==> src/rtl/secam_line_sequencer_if.sv <==
// Strobe, sample and control bundle between the SECAM line timing source,
// the line sequencer and the downstream encoder.
interface secam_line_sequencer_if;
  logic              newline;
  logic              newframe;
  logic signed [7:0] yuv_u_in;
  logic signed [7:0] yuv_v_in;
  logic              even_line;
  logic              enabled;
  logic signed [7:0] yuv_u;
  logic signed [7:0] yuv_v;
  logic              newframe_out;

  modport master (
    output newline, newframe, yuv_u_in, yuv_v_in,
    input  even_line, enabled, yuv_u, yuv_v, newframe_out
  );

  modport slave (
    input  newline, newframe, yuv_u_in, yuv_v_in,
    output even_line, enabled, yuv_u, yuv_v, newframe_out
  );
endinterface

==> src/rtl/secam_line_sequencer.sv <==
// Line/frame sequencer ahead of the SECAM encoder: Db/Dr alternation, carrier window,
// saturated U/V and a re-timed frame strobe, all registered once after decode.
module secam_line_sequencer #(
  parameter int REST_START   = 400,
  parameter int ACTIVE_START = 560,
  parameter int ACTIVE_END   = 3040,
  parameter int VBLANK_LINES = 23,
  parameter int U_LIMIT      = 100,
  parameter int V_LIMIT      = 100
) (
  input logic                   clk,
  input logic                   rst,
  secam_line_sequencer_if.slave bus
);

  typedef enum logic [1:0] {
    ST_WAIT   = 2'd0,
    ST_OFF    = 2'd1,
    ST_REST   = 2'd2,
    ST_ACTIVE = 2'd3
  } state_e;

  localparam logic signed [8:0] U_LIM9 = 9'(U_LIMIT);
  localparam logic signed [8:0] V_LIM9 = 9'(V_LIMIT);

  // Clamp at 9 bits so that -128 can be negated without overflow.
  function automatic logic signed [7:0] sat8(input logic signed [7:0] x,
                                             input logic signed [8:0] lim);
    logic signed [8:0] xe;
    logic signed [8:0] neg;
    logic signed [7:0] res;
    xe  = {x[7], x};
    neg = -lim;
    if (xe > lim) begin
      res = lim[7:0];
    end else if (xe < neg) begin
      res = neg[7:0];
    end else begin
      res = x;
    end
    return res;
  endfunction

  state_e            state_q,        state_d;
  logic [11:0]       h_cnt_q,        h_cnt_d;
  logic [9:0]        line_cnt_q,     line_cnt_d;
  logic              line_par_q,     line_par_d;
  logic              frame_par_q,    frame_par_d;
  logic              nf_dly_q,       nf_dly_d;
  logic              even_line_q,    even_line_d;
  logic              enabled_q,      enabled_d;
  logic signed [7:0] yuv_u_q,        yuv_u_d;
  logic signed [7:0] yuv_v_q,        yuv_v_d;
  logic              newframe_out_q, newframe_out_d;

  logic strobe_s;
  logic vis_s;
  logic active_s;

  // Next-state counters, parity, FSM and the decode feeding the output registers.
  always_comb begin
    strobe_s = bus.newline | bus.newframe;

    if (strobe_s) begin
      h_cnt_d = 12'd0;
    end else if (h_cnt_q != 12'hFFF) begin
      h_cnt_d = h_cnt_q + 12'd1;
    end else begin
      h_cnt_d = h_cnt_q;
    end

    if (bus.newframe) begin
      line_cnt_d = 10'd0;
    end else if (bus.newline && (line_cnt_q != 10'h3FF)) begin
      line_cnt_d = line_cnt_q + 10'd1;
    end else begin
      line_cnt_d = line_cnt_q;
    end

    // Line parity only advances once frame timing is locked.
    line_par_d  = line_par_q;
    frame_par_d = frame_par_q;
    if (bus.newframe) begin
      line_par_d  = frame_par_q;
      frame_par_d = ~frame_par_q;
    end else if (bus.newline && (state_q != ST_WAIT)) begin
      line_par_d = ~line_par_q;
    end else begin
      line_par_d = line_par_q;
    end

    // Transitions look at h_cnt_d so the state lines up with the h_cnt it describes.
    state_d = state_q;
    case (state_q)
      ST_WAIT: begin
        if (bus.newframe) begin
          state_d = ST_OFF;
        end else begin
          state_d = ST_WAIT;
        end
      end
      ST_OFF: begin
        if (strobe_s) begin
          state_d = ST_OFF;
        end else if (h_cnt_d == 12'(REST_START)) begin
          state_d = ST_REST;
        end else begin
          state_d = ST_OFF;
        end
      end
      ST_REST: begin
        if (strobe_s) begin
          state_d = ST_OFF;
        end else if (h_cnt_d == 12'(ACTIVE_START)) begin
          state_d = ST_ACTIVE;
        end else begin
          state_d = ST_REST;
        end
      end
      ST_ACTIVE: begin
        if (strobe_s || (h_cnt_d == 12'(ACTIVE_END))) begin
          state_d = ST_OFF;
        end else begin
          state_d = ST_ACTIVE;
        end
      end
      default: begin
        state_d = ST_WAIT;
      end
    endcase

    vis_s     = (line_cnt_q >= 10'(VBLANK_LINES));
    active_s  = vis_s && (state_q == ST_ACTIVE);
    enabled_d = vis_s && ((state_q == ST_REST) || (state_q == ST_ACTIVE));
    if (active_s) begin
      yuv_u_d = sat8(bus.yuv_u_in, U_LIM9);
      yuv_v_d = sat8(bus.yuv_v_in, V_LIM9);
    end else begin
      yuv_u_d = 8'sd0;
      yuv_v_d = 8'sd0;
    end
    even_line_d    = line_par_q;
    nf_dly_d       = bus.newframe;
    newframe_out_d = nf_dly_q;
  end

  // State, counters and registered outputs with synchronous reset.
  always_ff @(posedge clk) begin
    if (rst) begin
      state_q        <= ST_WAIT;
      h_cnt_q        <= 12'd0;
      line_cnt_q     <= 10'd0;
      line_par_q     <= 1'b0;
      frame_par_q    <= 1'b0;
      nf_dly_q       <= 1'b0;
      even_line_q    <= 1'b0;
      enabled_q      <= 1'b0;
      yuv_u_q        <= 8'sd0;
      yuv_v_q        <= 8'sd0;
      newframe_out_q <= 1'b0;
    end else begin
      state_q        <= state_d;
      h_cnt_q        <= h_cnt_d;
      line_cnt_q     <= line_cnt_d;
      line_par_q     <= line_par_d;
      frame_par_q    <= frame_par_d;
      nf_dly_q       <= nf_dly_d;
      even_line_q    <= even_line_d;
      enabled_q      <= enabled_d;
      yuv_u_q        <= yuv_u_d;
      yuv_v_q        <= yuv_v_d;
      newframe_out_q <= newframe_out_d;
    end
  end

  assign bus.even_line    = even_line_q;
  assign bus.enabled      = enabled_q;
  assign bus.yuv_u        = yuv_u_q;
  assign bus.yuv_v        = yuv_v_q;
  assign bus.newframe_out = newframe_out_q;

endmodule

==> src/flat_wrapper.sv <==
// flat-port wrapper written by rule: the top's interface ports become plain ports
module secam_line_sequencer_flat 
#(
  parameter int REST_START   = 400,
  parameter int ACTIVE_START = 560,
  parameter int ACTIVE_END   = 3040,
  parameter int VBLANK_LINES = 23,
  parameter int U_LIMIT      = 100,
  parameter int V_LIMIT      = 100
)
  (clk, rst, bus_newline, bus_newframe, bus_yuv_u_in, bus_yuv_v_in, bus_even_line, bus_enabled, bus_yuv_u, bus_yuv_v, bus_newframe_out);
  secam_line_sequencer_if bus_i ();
  input logic clk;
  input logic rst;
  input wire logic [$bits(bus_i.newline)-1:0] bus_newline;
  input wire logic [$bits(bus_i.newframe)-1:0] bus_newframe;
  input wire logic [$bits(bus_i.yuv_u_in)-1:0] bus_yuv_u_in;
  input wire logic [$bits(bus_i.yuv_v_in)-1:0] bus_yuv_v_in;
  output wire logic [$bits(bus_i.even_line)-1:0] bus_even_line;
  output wire logic [$bits(bus_i.enabled)-1:0] bus_enabled;
  output wire logic [$bits(bus_i.yuv_u)-1:0] bus_yuv_u;
  output wire logic [$bits(bus_i.yuv_v)-1:0] bus_yuv_v;
  output wire logic [$bits(bus_i.newframe_out)-1:0] bus_newframe_out;
  assign bus_i.newline = bus_newline;
  assign bus_i.newframe = bus_newframe;
  assign bus_i.yuv_u_in = bus_yuv_u_in;
  assign bus_i.yuv_v_in = bus_yuv_v_in;
  assign bus_even_line = bus_i.even_line;
  assign bus_enabled = bus_i.enabled;
  assign bus_yuv_u = bus_i.yuv_u;
  assign bus_yuv_v = bus_i.yuv_v;
  assign bus_newframe_out = bus_i.newframe_out;
  secam_line_sequencer #(.REST_START(REST_START), .ACTIVE_START(ACTIVE_START), .ACTIVE_END(ACTIVE_END), .VBLANK_LINES(VBLANK_LINES), .U_LIMIT(U_LIMIT), .V_LIMIT(V_LIMIT)) u_core (.clk(clk), .rst(rst), .bus(bus_i));
endmodule
==> config.mk <==
export PLATFORM = sky130hd
export DESIGN_NAME = secam_line_sequencer_flat
export DESIGN_NICKNAME = d
export VERILOG_FILES = /design/src/rtl/secam_line_sequencer_if.sv /design/src/rtl/secam_line_sequencer.sv /design/src/flat_wrapper.sv
export SDC_FILE = /design/constraint.sdc
export NUM_CORES = 1
export LEC_CHECK = 0
export BUFFER_PORTS_ARGS = -buffer_cell sky130_fd_sc_hd__buf_4
export CORE_MARGIN = 4
export CORE_UTILIZATION = 50
export CTS_CLUSTER_SIZE = 16
export DETAILED_ROUTE_END_ITERATION = 7
export PLACE_DENSITY = 0.73
export SYNTH_ARGS = -nofsm -noshare
export SYNTH_HDL_FRONTEND = slang
export SYNTH_SLANG_ARGS = --single-unit
==> constraint.sdc <==
create_clock -name clk -period 2.83 [get_ports clk]
set_input_delay 0 -clock clk [delete_from_list [all_inputs] [get_ports clk]]
set_output_delay 0 -clock clk [all_outputs]
set_load 0.02 [all_outputs]
# ---- Word-level counts from Yosys, hierarchy flattened
# Cells that the tools add are included.
dict set report totals {
  reg_bits 46
  inputBits 20
  word_cells 64
}
dict set report op_classes {
  add_sub_neg 2
  n_lt_le_gt_ge 5
  eq_ne 8
  muxes 15
  n_bitwise 4
  reduce_logical 15
}
# cell count
set op_table {}
lappend op_table {{2-to-1 mux 12 bit} 2}
lappend op_table {{> comparator 8 bit, second input constant} 2}
lappend op_table {{less-than comparator 8 bit, second input constant} 2}
lappend op_table {{2-to-1 mux 8 bit} 2}
lappend op_table {{2-to-1 mux 7 bit} 2}
lappend op_table {{adder 12 x 1 -> 12 bit, second input constant} 1}
lappend op_table {{== test 12 x 10 -> 1 bit, second input constant} 1}
lappend op_table {{== test 12 bit, second input constant} 1}
lappend op_table {{== test 12 x 9 -> 1 bit, second input constant} 1}
lappend op_table {{!= test 12 bit, second input constant} 1}
lappend op_table {{adder 10 x 1 -> 10 bit, second input constant} 1}
lappend op_table {{greater-or-equal comparator 10 x 5 -> 1 bit, second input constant} 1}
lappend op_table {{!= test 10 bit, second input constant} 1}
lappend op_table {{2-to-1 mux 2 bit} 4}
lappend op_table {{case mux 2 bit (4 select lines)} 1}
lappend op_table {{OR reduction 4 bit} 2}
lappend op_table {{OR reduction 3 bit} 2}
lappend op_table {{== test 2 bit, second input constant} 2}
lappend op_table {{logical AND 1 bit} 4}
lappend op_table {{2-to-1 mux 1 bit} 4}
lappend op_table {{nonzero test 2 bit} 2}
lappend op_table {{OR reduction 2 bit} 2}
lappend op_table {{inverter 1 bit} 3}
lappend op_table {{== test 2 x 1 -> 1 bit, second input constant} 1}
lappend op_table {{3 further kinds} 4}

# ---- Logic depth before layout (Yosys ltp)
# Gate-level depths: netlist of run 1.
dict set report depth {
  depth_word 7
  mapped_depth 8
}

# ---- Least setup slack after synthesis of run 1
# Ideal clock, no wire load.
dict set report synth_path {
  kind {flip-flop to flip-flop}
  startpoint {register u_core.h_cnt_q[0]}
  endpoint {register u_core.state_q[0]}
  arrival_ns 2.271
  t_required_ns 2.708
  slack_ns 0.438
  stages_incl_launch_ff 8
  n_path_buf 0
  cell_sequence {dfxtp_1 > ha_1 > and2_2 > nand4_4 > o311a_1 > or4_4 > or4_4 > o311a_1}
}
dict set report synth_via {
  elab_chain_len 7
}
# element line_no
set synth_lines {}
lappend synth_lines {{from (decl)} secam_line_sequencer.sv:45} ;# logic [11:0] h_cnt_q, h_cnt_d;
lappend synth_lines {{from (signal assigned)} secam_line_sequencer.sv:163} ;# h_cnt_q <= h_cnt_d;
lappend synth_lines {{adder 12 x 1 -> 12 bit / != test 12 bit (equally long branches)} {secam_line_sequencer.sv:67, secam_line_sequencer.sv:66}}
lappend synth_lines {{2-to-1 mux 12 bit (*)} secam_line_sequencer.sv:66} ;# end else if (h_cnt_q != 12'hFFF) begin
lappend synth_lines {{2-to-1 mux 12 bit (*)} secam_line_sequencer.sv:64} ;# if (strobe_s) begin
lappend synth_lines {{== test 12 x 10 -> 1 bit / == test 12 x 9 -> 1 bit (equally long branches)} {secam_line_sequencer.sv:114, secam_line_sequencer.sv:105}}
lappend synth_lines {{2-to-1 mux 1 bit / 2-to-1 mux 2 bit (equally long branches)} {secam_line_sequencer.sv:114, secam_line_sequencer.sv:105}}
lappend synth_lines {{2-to-1 mux 2 bit (on tied branches)} {secam_line_sequencer.sv:112, secam_line_sequencer.sv:103}}
lappend synth_lines {{case mux 2 bit (4 select lines) (*)} secam_line_sequencer.sv:94} ;# case (state_q)
lappend synth_lines {{to (signal assigned)} secam_line_sequencer.sv:162} ;# state_q <= state_d;
lappend synth_lines {{to (decl)} secam_line_sequencer.sv:44} ;# state_e state_q, state_d;
# Mark *: on every way between the ends. The rest lies on a longest branch, timed or not.
# A chain may end at the register's enable or synchronous reset.

# ---- Final worst setup path of run 1
# Same ends and word-level chain as after synthesis.

==> summary.md, run 1 <==
| Metric | Value |
|---|---|
| Status | `finished, violations left` |
| Failing checks | `hold timing` |
| FILL cells | `330` |
| Synthesized flop and latch total | `46` |
| Ys flop type | `dfxtp_1` |
| Clk root buf | `clkbuf_8` |
| Later-pin clock latency in the skew report | `0.29 ns` |
| Worst Hold Class | `in2reg` |
| Net Count, Synth | `256` |
| Num CTS Buffers | `5` |
| Pwr Density | `469 nW/um^2` |
| Antenna cell count | `0` |
| DRC errors left | `0` |
| Max stage delay on crit path | `0.55 ns` |
| CP endpoint kind | `flop` |
| Synth warnings | `0` |
| Gr usage total | `19.3%` |
| Antenna-violating nets left | `0` |
| Final min period | `2.58 ns` |
| Crit path kind | `reg2reg` |
| HPWL after detailed placement | `3.32 mm` |
| Sw power | `0.000258 W` |
| Largest net degree at the start of global routing | `18` |
| Period utilisation layout | `91.1%` |
| Setup Fix Bufs, Post-CTS | `0` |
| Final Hold Fails | `1` |
| Layout cell share with drive strength beyond 1 | `20.4%` |
| Yosys top cell by area | `dfxtp_1` |
| Post-synthesis sequential area ratio | `44.3%` |
| Maxcap violations | `0` |
| Switching Fraction | `20.6%` |
| Final core utilization | `66.5%` |
| Worst Path Arrival | `2.76 ns` |
| Worst vdd rail ir drop | `0.311 mV` |
| Final Cell Area | `2660 sq um` |
| CP top delay family | `simple AND/OR/NAND/NOR gates` |
| Slew HR | `56.6%` |
| Startpoint types | `flop` |
| Global-route wire length before repair | `8.06 mm` |
| Cells after Synth | `232` |
| Max-slew violations | `0` |
| Via/cell ratio | `5.77` |
| PortBufs | `38` |
| # H-tree levels | `2` |
| TNS Setup | `0 ns` |
| Die width | `72.5 um` |
| Least-Margin Pin Slew | `0.648 ns` |
| Overflow after GRT | `0` |
| Hold_ws | `-0.00365 ns` |
| Area share of the largest cell type after synthesis | `44.3%` |
| Post-synth EDFFs | `0` |
| Area contributors post-synth | `dfxtp_1, nor2_1, nor2b_1` |
| Die height | `72.5 um` |
| Die area | `5260 sq um` |
| Cell variety after synth | `48` |
| Count leader, synth | `dfxtp_1` |
| FMAX | `388 MHz` |
| Clock power share | `39.1%` |
| P_int | `0.000990 W` |
| Synth Area per Inst | `8.97 sq um` |
| Pre-antenna DRT Iters | `4` |
| Initial antenna violation count | `0` |
| WP data required | `3.02 ns` |
| Layout net count | `308` |
| Starting density of the core | `52.0%` |
| Clock buffer depth | `2` |
| DR iter-0 viols | `209` |
| Core area | `4000 sq um` |
| Leak | `1.08 nW` |
| Clock Sinks | `46` |
| Fraction of registers with async set or reset after synthesis | `0%` |
| Register clock-pin slew on the reported worst setup and hold paths | `0.08 ns` |
| Worst Clk Skew | `0.00739 ns` |
| R2r setup slk | `0.25 ns` |
| Sequential share of power | `52.8%` |
| Crit-path cells | `ha_1, and2_2, nand4_4, o311a_1, or4_4, or4_4, o311a_1` |
| RSZ-0062 raised after global routing | `no` |
| Num rows | `23` |
| Worst path bufs/invs | `0` |
| Placed inst area | `2390 sq um` |
| Area growth syn-to-layout | `27.8%` |
| Setup-failing EPs final | `0` |
| # IOs | `39` |
| Post-synth top cells | `dfxtp_1, nor2_1, a21oi_1, nand2_1, nor3_1` |
| DR WL/cell | `14.3 um` |
| Critical path's slowest cell | `or4_4` |
| Placer congestion estimate | `0.923` |
| CTS tree | `done` |
| Total Routed Length | `4.76 mm` |
| Via count | `1,927` |
| Vias in the first global route | `1,814` |
| Synth Cell Area | `2080 sq um` |
| Crit-path max FO | `5` |
| Logic pwr share | `8.1%` |
per-layer routing:
| metal | wire [um] | up-vias | track usage, % |
|---|---|---|---|
| met5 | 0 | - | 0 |
| met1 | 2010 | 869 | 23.4 |
| met4 | 74 | 0 | 6.15 |
| met2 | 2190 | 84 | 31.0 |
| met3 | 488 | 11 | 8.31 |
| li1 | - | 963 | - |
metrics by stage:
| step | hold slack (ns) | cells | worst slack [ns] | power (W) |
|---|---|---|---|---|
| after floorplan | 0.0716 | 232 | 0.438 | 0.000720 |
| after global placement | 0.212 | 312 | 0.327 | 0.000756 |
| after detailed placement | 0.214 | 312 | 0.271 | 0.000758 |
| after CTS | 0.000442 | 334 | 0.239 | 0.00126 |
| after global routing | 0.0165 | 334 | 0.121 | 0.00130 |
| final | -0.00365 | 334 | 0.252 | 0.00125 |
kinds of logic (layout without fill, tap and decap cells):
logic type / count (synthesis) / count (layout) / synth area share [%]
XOR/XNOR: 9 / 9 / 3.79
AO/OA/AOI/OAI: 51 / 51 / 17.1
multiplexers: 2 / 2 / 0.962
buffers and inverters: 14 / 66 / 3.01
adder cells (fa/ha/maj): 4 / 4 / 2.41
AND/OR/NAND/NOR: 106 / 106 / 28.4
flip-flops: 46 / 46 / 44.3
cell type report:
class	count	area (sq um)	share of cell area, %
Inverter	5	18.8	0.706
Sequential cell	46	921	34.6
Clock buffer	6	82.6	3.10
Tap cell	50	62.6	2.35
Multi-Input combinational cell	172	1100	41.4
Clock inverter	1	30.0	1.13
Timing Repair Buffer	54	443	16.7
cells in the final DEF (no fill, tap or decap), types with 6 or more instances in the layout:
cell | Yosys | final
a21oi_1 | 11 | 11
o21ai_0 | 7 | 7
dfxtp_1 | 46 | 46
clkbuf_8 | 0 | 6
nand2_1 | 11 | 11
nand4_1 | 6 | 6
nor3_1 | 11 | 10
buf_4 | 2 | 39
nor2b_1 | 10 | 10
a211oi_1 | 6 | 6
nor2_1 | 30 | 30
and3_1 | 6 | 6
dlygate4sd3_1 | 0 | 15
final timing paths:
check                            endpoint             startpoint  cells after the start
setup / recovery        u_core.state_q[0]      u_core.h_cnt_q[0]                      7
hold / removal      u_core.newframe_out_d           bus_newframe                      2
setup reg to reg        u_core.state_q[0]      u_core.h_cnt_q[0]                      7
hold reg to reg   u_core.bus.newframe_out  u_core.newframe_out_d                      1
repair_timing:
item	CTS	global route
endpoints found under the setup margin	0	1
hold buffers	15	0
gates resized for setup	0	1
hold endpoints to repair	15	0
worst reg2reg max path: cells and delay by family, from the launching register on:
family                   cells  cell delay (ns)
AND/OR/NAND/NOR              4             1.33
flip-flops                   1             0.41
AO/OA/AOI/OAI                2             0.48
adder cells (fa/ha/maj)      1             0.26
power by group through the flow:
stage / clock [W] / combinational (W) / sequential [W]
after floorplan: 0 / 0.0000455 / 0.000675
after global placement: 0 / 0.0000821 / 0.000674
after detailed placement: 0 / 0.0000839 / 0.000674
final: 0.000488 / 0.000101 / 0.000659
after CTS: 0.000499 / 0.000100 / 0.000659
after global routing: 0.000523 / 0.000113 / 0.000660
registers in the layout, indices dropped and copies added, names as in the netlist:
signal                   count
u_core.bus.enabled           1
u_core.frame_par_q           1
u_core.state_q               2
u_core.newframe_out_d        1
u_core.bus.yuv_u             8
u_core.line_cnt_q           10
u_core.even_line_d           1
u_core.bus.newframe_out      1
u_core.bus.even_line         1
u_core.bus.yuv_v             8
u_core.h_cnt_q              12
Power figures use the tool's default switching activity.
==> inputs of run 2 (changes only) <==
- CORE_UTILIZATION: 50 -> 51
- PLACE_DENSITY: 0.73 -> 0.74
- SKIP_CTS_REPAIR_TIMING: not set -> 1
==> run 2 against run 1 <==
- the run now ends clean
- design area is 1.0% higher
- cell count unchanged
- setup slack worse by 0.014 ns
- core utilization grew 4.3 points
==> summary.md, run 2 (synthesis gave the netlist of run 1 again) <==
| Metric | Value |
|---|---|
| Status | `finished, final reports clean (was finished, violations left)` |
| Most common cell after layout, fill and taps aside | `dfxtp_1 (unchanged)` |
| PortBufs | `38 (unchanged)` |
| Hold EP | `u_core.line_cnt_q[2] (was u_core.newframe_out_d)` |
| Clock buffer depth | `2 (unchanged)` |
| Total Routed Length | `4.70 mm (was 4.76 mm)` |
| Worst Path Arrival | `2.78 ns (was 2.76 ns)` |
| Critical path's slowest cell | `or4_4 (unchanged)` |
| Final Hold Fails | `0 (was 1)` |
| Startpoint types | `flop (unchanged)` |
| Num rows | `22 (was 23)` |
| DR iter-0 viols | `201 (was 209)` |
| CTS tree | `done (unchanged)` |
| Pre-antenna DRT Iters | `4 (unchanged)` |
| Biggest regs | `u_core.h_cnt_q (12), u_core.line_cnt_q (10) (unchanged)` |
| Later-pin clock latency in the skew report | `0.30 ns (was 0.29 ns)` |
| Layout cell share with drive strength beyond 1 | `20.3% (was 20.4%)` |
| Core area | `3800 sq um (was 4000 sq um)` |
| Worst flop-to-flop path endpoint | `u_core.state_q[0] (unchanged)` |
| Gr usage total | `18.1% (was 19.3%)` |
| Period utilisation layout | `91.6% (was 91.1%)` |
| TNS Setup | `0 ns (unchanged)` |
| Worst path bufs/invs | `0 (unchanged)` |
| CP endpoint kind | `flop (unchanged)` |
| Clk root buf | `clkbuf_8 (unchanged)` |
| Sequential share of power | `49.2% (was 52.8%)` |
| FILL cells | `310 (was 330)` |
| DR WL/cell | `14.1 um (was 14.3 um)` |
| Starting density of the core | `54.8% (was 52.0%)` |
| Antenna cell count | `0 (unchanged)` |
| Die width | `71.9 um (was 72.5 um)` |
| Via/cell ratio | `5.65 (was 5.77)` |
| Slew HR | `53.6% (was 56.6%)` |
| Top reg by flops | `u_core.h_cnt_q (unchanged)` |
| Worst r2r src | `u_core.h_cnt_q[0] (unchanged)` |
| Via count | `1,887 (was 1,927)` |
| # IOs | `39 (unchanged)` |
| Worst Clk Skew | `0.00946 ns (was 0.00739 ns)` |
| Most frequent cells in the layout | `dfxtp_1, buf_4, nor2_1 (unchanged)` |
| Post-route setup slack | `0.238 ns (was 0.252 ns)` |
| # H-tree levels | `2 (unchanged)` |
| Placer congestion estimate | `0.949 (was 0.923)` |
| R2r setup slk | `0.24 ns (was 0.25 ns)` |
| Max stage delay on crit path | `0.55 ns (about the same)` |
| Clock Sinks | `46 (unchanged)` |
| Largest net degree at the start of global routing | `18 (unchanged)` |
| Register-to-Register Path Depth | `7 (unchanged)` |
| HPWL after detailed placement | `3.26 mm (was 3.32 mm)` |
| Sw power | `0.000278 W (was 0.000258 W)` |
| Vias in the first global route | `1,693 (was 1,814)` |
| FMAX | `386 MHz (was 388 MHz)` |
| Switching Fraction | `20.7% (was 20.6%)` |
| Setup-failing EPs final | `0 (unchanged)` |
| Hold path cells | `3 (was 2)` |
| Worst vdd rail ir drop | `0.353 mV (was 0.311 mV)` |
| Die height | `71.9 um (was 72.5 um)` |
| WP data required | `3.02 ns (about the same)` |
| Register clock-pin slew on the reported worst setup and hold paths | `0.09 ns (was 0.08 ns)` |
| Least-Margin Pin Slew | `0.692 ns (was 0.648 ns)` |
| Crit-path cells | `ha_1, nand2_1, nor3_1, a211oi_1, or4_4, or4_4, o311a_1 (was ha_1, and2_2, nand4_4, o311a_1, or4_4, or4_4, o311a_1)` |
| CP top delay family | `simple AND/OR/NAND/NOR gates (unchanged)` |
| Max-slew violations | `0 (unchanged)` |
| Die area | `5170 sq um (was 5260 sq um)` |
| RSZ-0062 raised after global routing | `no (unchanged)` |
| Largest register FFs | `12 (unchanged)` |
| Num CTS Buffers | `5 (unchanged)` |
| Crit path from | `u_core.h_cnt_q[0] (unchanged)` |
| Worst path most repeated cell | `or4_4` |
| Logic pwr share | `7.5% (was 8.1%)` |
| DRC errors left | `0 (unchanged)` |
| Final min period | `2.59 ns (was 2.58 ns)` |
| Clock power share | `43.3% (was 39.1%)` |
| P_int | `0.00106 W (was 0.000990 W)` |
| HP Start | `bus_newline (was bus_newframe)` |
| Pre-CTS WS | `0.278 ns (was 0.271 ns)` |
| Antenna-violating nets left | `0 (unchanged)` |
| Maxcap violations | `0 (unchanged)` |
| Layout net count | `309 (was 308)` |
| Crit path kind | `reg2reg (unchanged)` |
| Overflow after GRT | `0 (unchanged)` |
| Area growth syn-to-layout | `29.2% (was 27.8%)` |
| Global-route wire length before repair | `7.48 mm (was 8.06 mm)` |
| Initial antenna violation count | `0 (unchanged)` |
| Worst Hold Class | `in2reg (unchanged)` |
| Pwr Density | `499 nW/um^2 (was 469 nW/um^2)` |
| Leak | `1.09 nW (was 1.08 nW)` |
| Crit-path max FO | `7 (was 5)` |
[run 2: changes by cell type in the layout (fill, tap and decap cells not counted)]
| cell | before | now |
|---|---|---|
| clkbuf_8 | 6 | 5 |
| clkinv_4 | 0 | 1 |
| dlygate4sd3_1 | 15 | 16 |
| bufinv_16 | 1 | 2 |
| nor3_1 | 10 | 11 |
| nor3_2 | 1 | 0 |
[run 2: power groups by stage]
stage,clock (W),sequential (W),combinational (W)
final,0.000580,0.000659,0.000101
after global routing,0.000626,0.000660,0.000112
after CTS,0.000591,0.000659,0.0000827
after detailed placement,0,0.000674,0.0000826
after global placement,0,0.000674,0.0000820
after floorplan,0,0.000675,0.0000455
[run 2: final cells by class]
cell class	count	area, sq um	area share [%]
Sequential cell	46	921	34.3
Clock buffer	5	68.8	2.56
Multi-Input combinational cell	172	1100	40.8
Inverter	5	18.8	0.698
Timing Repair Buffer	55	453	16.9
Tap cell	48	60.1	2.23
Clock inverter	3	68.8	2.56
[run 2: metrics by stage]
stage	area, sq um	utilization (%)	hold WS (ns)	cells	total power, W
after floorplan	2080	-	0.0716	232	0.000720
after global placement	2390	62.9	0.211	310	0.000756
after detailed placement	2390	62.9	0.212	310	0.000757
after CTS	2530	66.5	-0.107	318	0.00133
after global routing	2690	70.8	0.0387	334	0.00140
final	2690	70.8	0.0297	334	0.00134
[run 2: layer usage]
layer / share of wire (%) / vias up / global-route usage, % / wire length, um
met5: 0 / - / 0 / 0
met4: 0.53 / 0 / 6.26 / 25
met3: 8.0 / 4 / 8.42 / 378
met2: 45 / 60 / 25.1 / 2100
met1: 47 / 865 / 24.5 / 2200
li1: - / 958 / - / -
[run 2: worst max-delay path by stage]
stage               cells after the start                 to
floorplan                               7  u_core.state_q[0]
global placement                        7  u_core.state_q[0]
detailed placement                      7  u_core.state_q[0]
CTS                                     7  u_core.state_q[0]
global route                            7  u_core.state_q[0]
finish                                  7  u_core.state_q[0]
[run 2: worst register-to-register path: cells and delay by family (launching register included)]
kind / cells / cell delay, ns
compound gates: 2 / 0.29
fa+ha+maj: 1 / 0.26
flops: 1 / 0.41
simple gates: 4 / 1.51
==> inputs of run 3 (changes only) <==
- CORE_UTILIZATION: 51 -> 54
- PLACE_DENSITY: 0.74 -> 0.78
- clock period: 2.83 -> 2.5 ns (I/O delays scaled with it)
==> run 3 against run 2 <==
- the run now ends with hold timing left
- cell count increased by 3.6%
- first-iteration DRC count decreased by 27%
- clock power decreased by 26%
- core utilization increased by 3.5 points
- routed wire length increased by 8.3%
- power decreased by 3.4%
- sequential share of layout area decreased by 0.60 points
- register-to-register slack got worse by 0.18 ns
- largest cell class unchanged
==> summary.md, run 3 (synthesis gave the netlist of run 1 again) <==
| Metric | Value |
|---|---|
| Status | `finished, violations left (was finished, final reports clean)` |
| Failing checks | `hold timing` |
| Startpoint types | `flop (unchanged)` |
| Top layer in use | `met4 (unchanged)` |
| Worst Hold Class | `in2reg (unchanged)` |
| Max-slew violations | `0 (unchanged)` |
| TNS Setup | `0 ns (unchanged)` |
| Max stage delay on crit path | `0.55 ns (about the same)` |
| # H-tree levels | `2 (unchanged)` |
| Area growth syn-to-layout | `31.6% (was 29.2%)` |
| DR WL/cell | `14.7 um (was 14.1 um)` |
| Num rows | `22 (unchanged)` |
| Maxcap violations | `0 (unchanged)` |
| Layout cell share with drive strength beyond 1 | `24.8% (was 20.3%)` |
| Period utilisation layout | `97.5% (was 91.6%)` |
| Final min period | `2.44 ns (was 2.59 ns)` |
| CP top delay family | `simple AND/OR/NAND/NOR gates (unchanged)` |
| Clock buffer depth | `2 (unchanged)` |
| Overflow after GRT | `0 (unchanged)` |
| Most frequent cells in the layout | `buf_4, dfxtp_1, nor2_1 (was dfxtp_1, buf_4, nor2_1)` |
| Met2 routed WL | `2.37 mm (was 2.10 mm)` |
| Most common cell after layout, fill and taps aside | `buf_4 (was dfxtp_1)` |
| Core area | `3690 sq um (was 3800 sq um)` |
| Pwr Density | `473 nW/um^2 (was 499 nW/um^2)` |
| Crit-path max FO | `5 (was 7)` |
| Worst vdd rail ir drop | `0.383 mV (was 0.353 mV)` |
| Die height | `70.1 um (was 71.9 um)` |
| CTS tree | `done (unchanged)` |
| Leak | `1.13 nW (was 1.09 nW)` |
| Via/cell ratio | `5.67 (was 5.65)` |
| Critical path's slowest cell | `or4_4 (unchanged)` |
| Largest register FFs | `12 (unchanged)` |
| Die area | `4910 sq um (was 5170 sq um)` |
| Initial antenna violation count | `0 (unchanged)` |
| Antenna cell count | `0 (unchanged)` |
| Register clock-pin slew on the reported worst setup and hold paths | `0.08 ns (was 0.09 ns)` |
| WL met1 | `2.24 mm (was 2.20 mm)` |
| Global-route wire length before repair | `7.65 mm (was 7.48 mm)` |
| FMAX | `410 MHz (was 386 MHz)` |
| Die width | `70.1 um (was 71.9 um)` |
| Later-pin clock latency in the skew report | `0.30 ns (about the same)` |
| Vias in the first global route | `1,659 (was 1,693)` |
| Worst path bufs/invs | `0 (unchanged)` |
| Clock Sinks | `46 (unchanged)` |
| # IOs | `39 (unchanged)` |
| PortBufs | `38 (unchanged)` |
| Pre-antenna DRT Iters | `4 (unchanged)` |
| DR iter-0 viols | `147 (was 201)` |
| Total Routed Length | `5.09 mm (was 4.70 mm)` |
| Num CTS Buffers | `5 (unchanged)` |
| DRC errors left | `0 (unchanged)` |
| Gr usage total | `19.3% (was 18.1%)` |
| Via count | `1,963 (was 1,887)` |
| HPWL after detailed placement | `3.34 mm (was 3.26 mm)` |
| Worst Path Arrival | `2.63 ns (was 2.78 ns)` |
| Antenna-violating nets left | `0 (unchanged)` |
| Final Hold Fails | `2 (was 0)` |
| Starting density of the core | `56.4% (was 54.8%)` |
| Crit-path cells | `ha_2, and2_2, nand4_4, o311a_1, or4_4, or4_4, o311a_1 (was ha_1, nand2_1, nor3_1, a211oi_1, or4_4, or4_4, o311a_1)` |
| Biggest regs | `u_core.h_cnt_q (12), u_core.line_cnt_q (10) (unchanged)` |
| Placer congestion estimate | `0.889 (was 0.949)` |
| Largest net degree at the start of global routing | `18 (unchanged)` |
| Hold_ws | `-0.0129 ns (was 0.0297 ns)` |
| CP endpoint kind | `flop (unchanged)` |
| Clk root buf | `clkbuf_8 (unchanged)` |
| Worst Clk Skew | `0.00541 ns (was 0.00946 ns)` |
| Least-Margin Pin Slew | `0.713 ns (was 0.692 ns)` |
| Crit path kind | `reg2reg (unchanged)` |
| Setup-failing EPs final | `0 (unchanged)` |
| Met3 WL post-DR | `390 um (was 378 um)` |
| WP data required | `2.69 ns (was 3.02 ns)` |
| Layout net count | `322 (was 309)` |
| Slew HR | `52.2% (was 53.6%)` |
| Top reg by flops | `u_core.h_cnt_q (unchanged)` |
-- run 3: changes by cell type in the layout (fill, tap and decap cells not counted), sizes merged --
cell	delta
clkinv	-1
clkbuf	+1
clkinvlp	+1
bufinv	-2
buf	+14
dlygate4sd3	-1
-- run 3: through the flow --
stage                     util [%]  instances  instance area [sq um]  power, W  setup WS (ns)
final                         74.3        346                   2740   0.00130         0.0629
after global routing          74.3        346                   2740   0.00136        -0.0247
after floorplan                  -        232                   2080  0.000815          0.108
after global placement        67.6        324                   2490  0.000857         0.0881
after CTS                     69.8        331                   2570   0.00128         0.0304
after detailed placement      67.6        324                   2490  0.000858         0.0367
-- run 3: cell type report --
cell class	count	area [sq um]
multi-input cells	172	1110
fillers	275	950
flip-flops and latches	46	922
repair buffers	68	548
clock buffers	6	72.6
well taps	48	60.1
inverters	5	18.8
clock inverters	1	7.51
-- run 3: final timing paths --
| path | cells past startpoint | slack, ns | to | from |
|---|---|---|---|---|
| worst max-delay path | 7 | 0.06 | u_core.state_q[0] | u_core.h_cnt_q[1] |
| worst min-delay path | 2 | -0.01 | u_core.newframe_out_d | bus_newframe |
| worst max register to register | 7 | 0.06 | u_core.state_q[0] | u_core.h_cnt_q[1] |
| worst min register to register | 1 | 0.44 | u_core.bus.newframe_out | u_core.newframe_out_d |
-- run 3: power breakdown --
| group | internal (W) | leakage (nW) | total [W] | switching [W] |
|---|---|---|---|---|
| combinational | 0.0000622 | 0.718 | 0.000118 | 0.0000560 |
| clock | 0.000192 | 0.0373 | 0.000431 | 0.000239 |
| sequential | 0.000740 | 0.372 | 0.000746 | 0.00000558 |
-- run 3: per-layer routing --
metal | global-route usage, % | vias to the layer above
met5 | 0 | -
met4 | 6.38 | 0
met3 | 6.33 | 8
met2 | 28.5 | 73
met1 | 26.5 | 906
li1 | - | 976
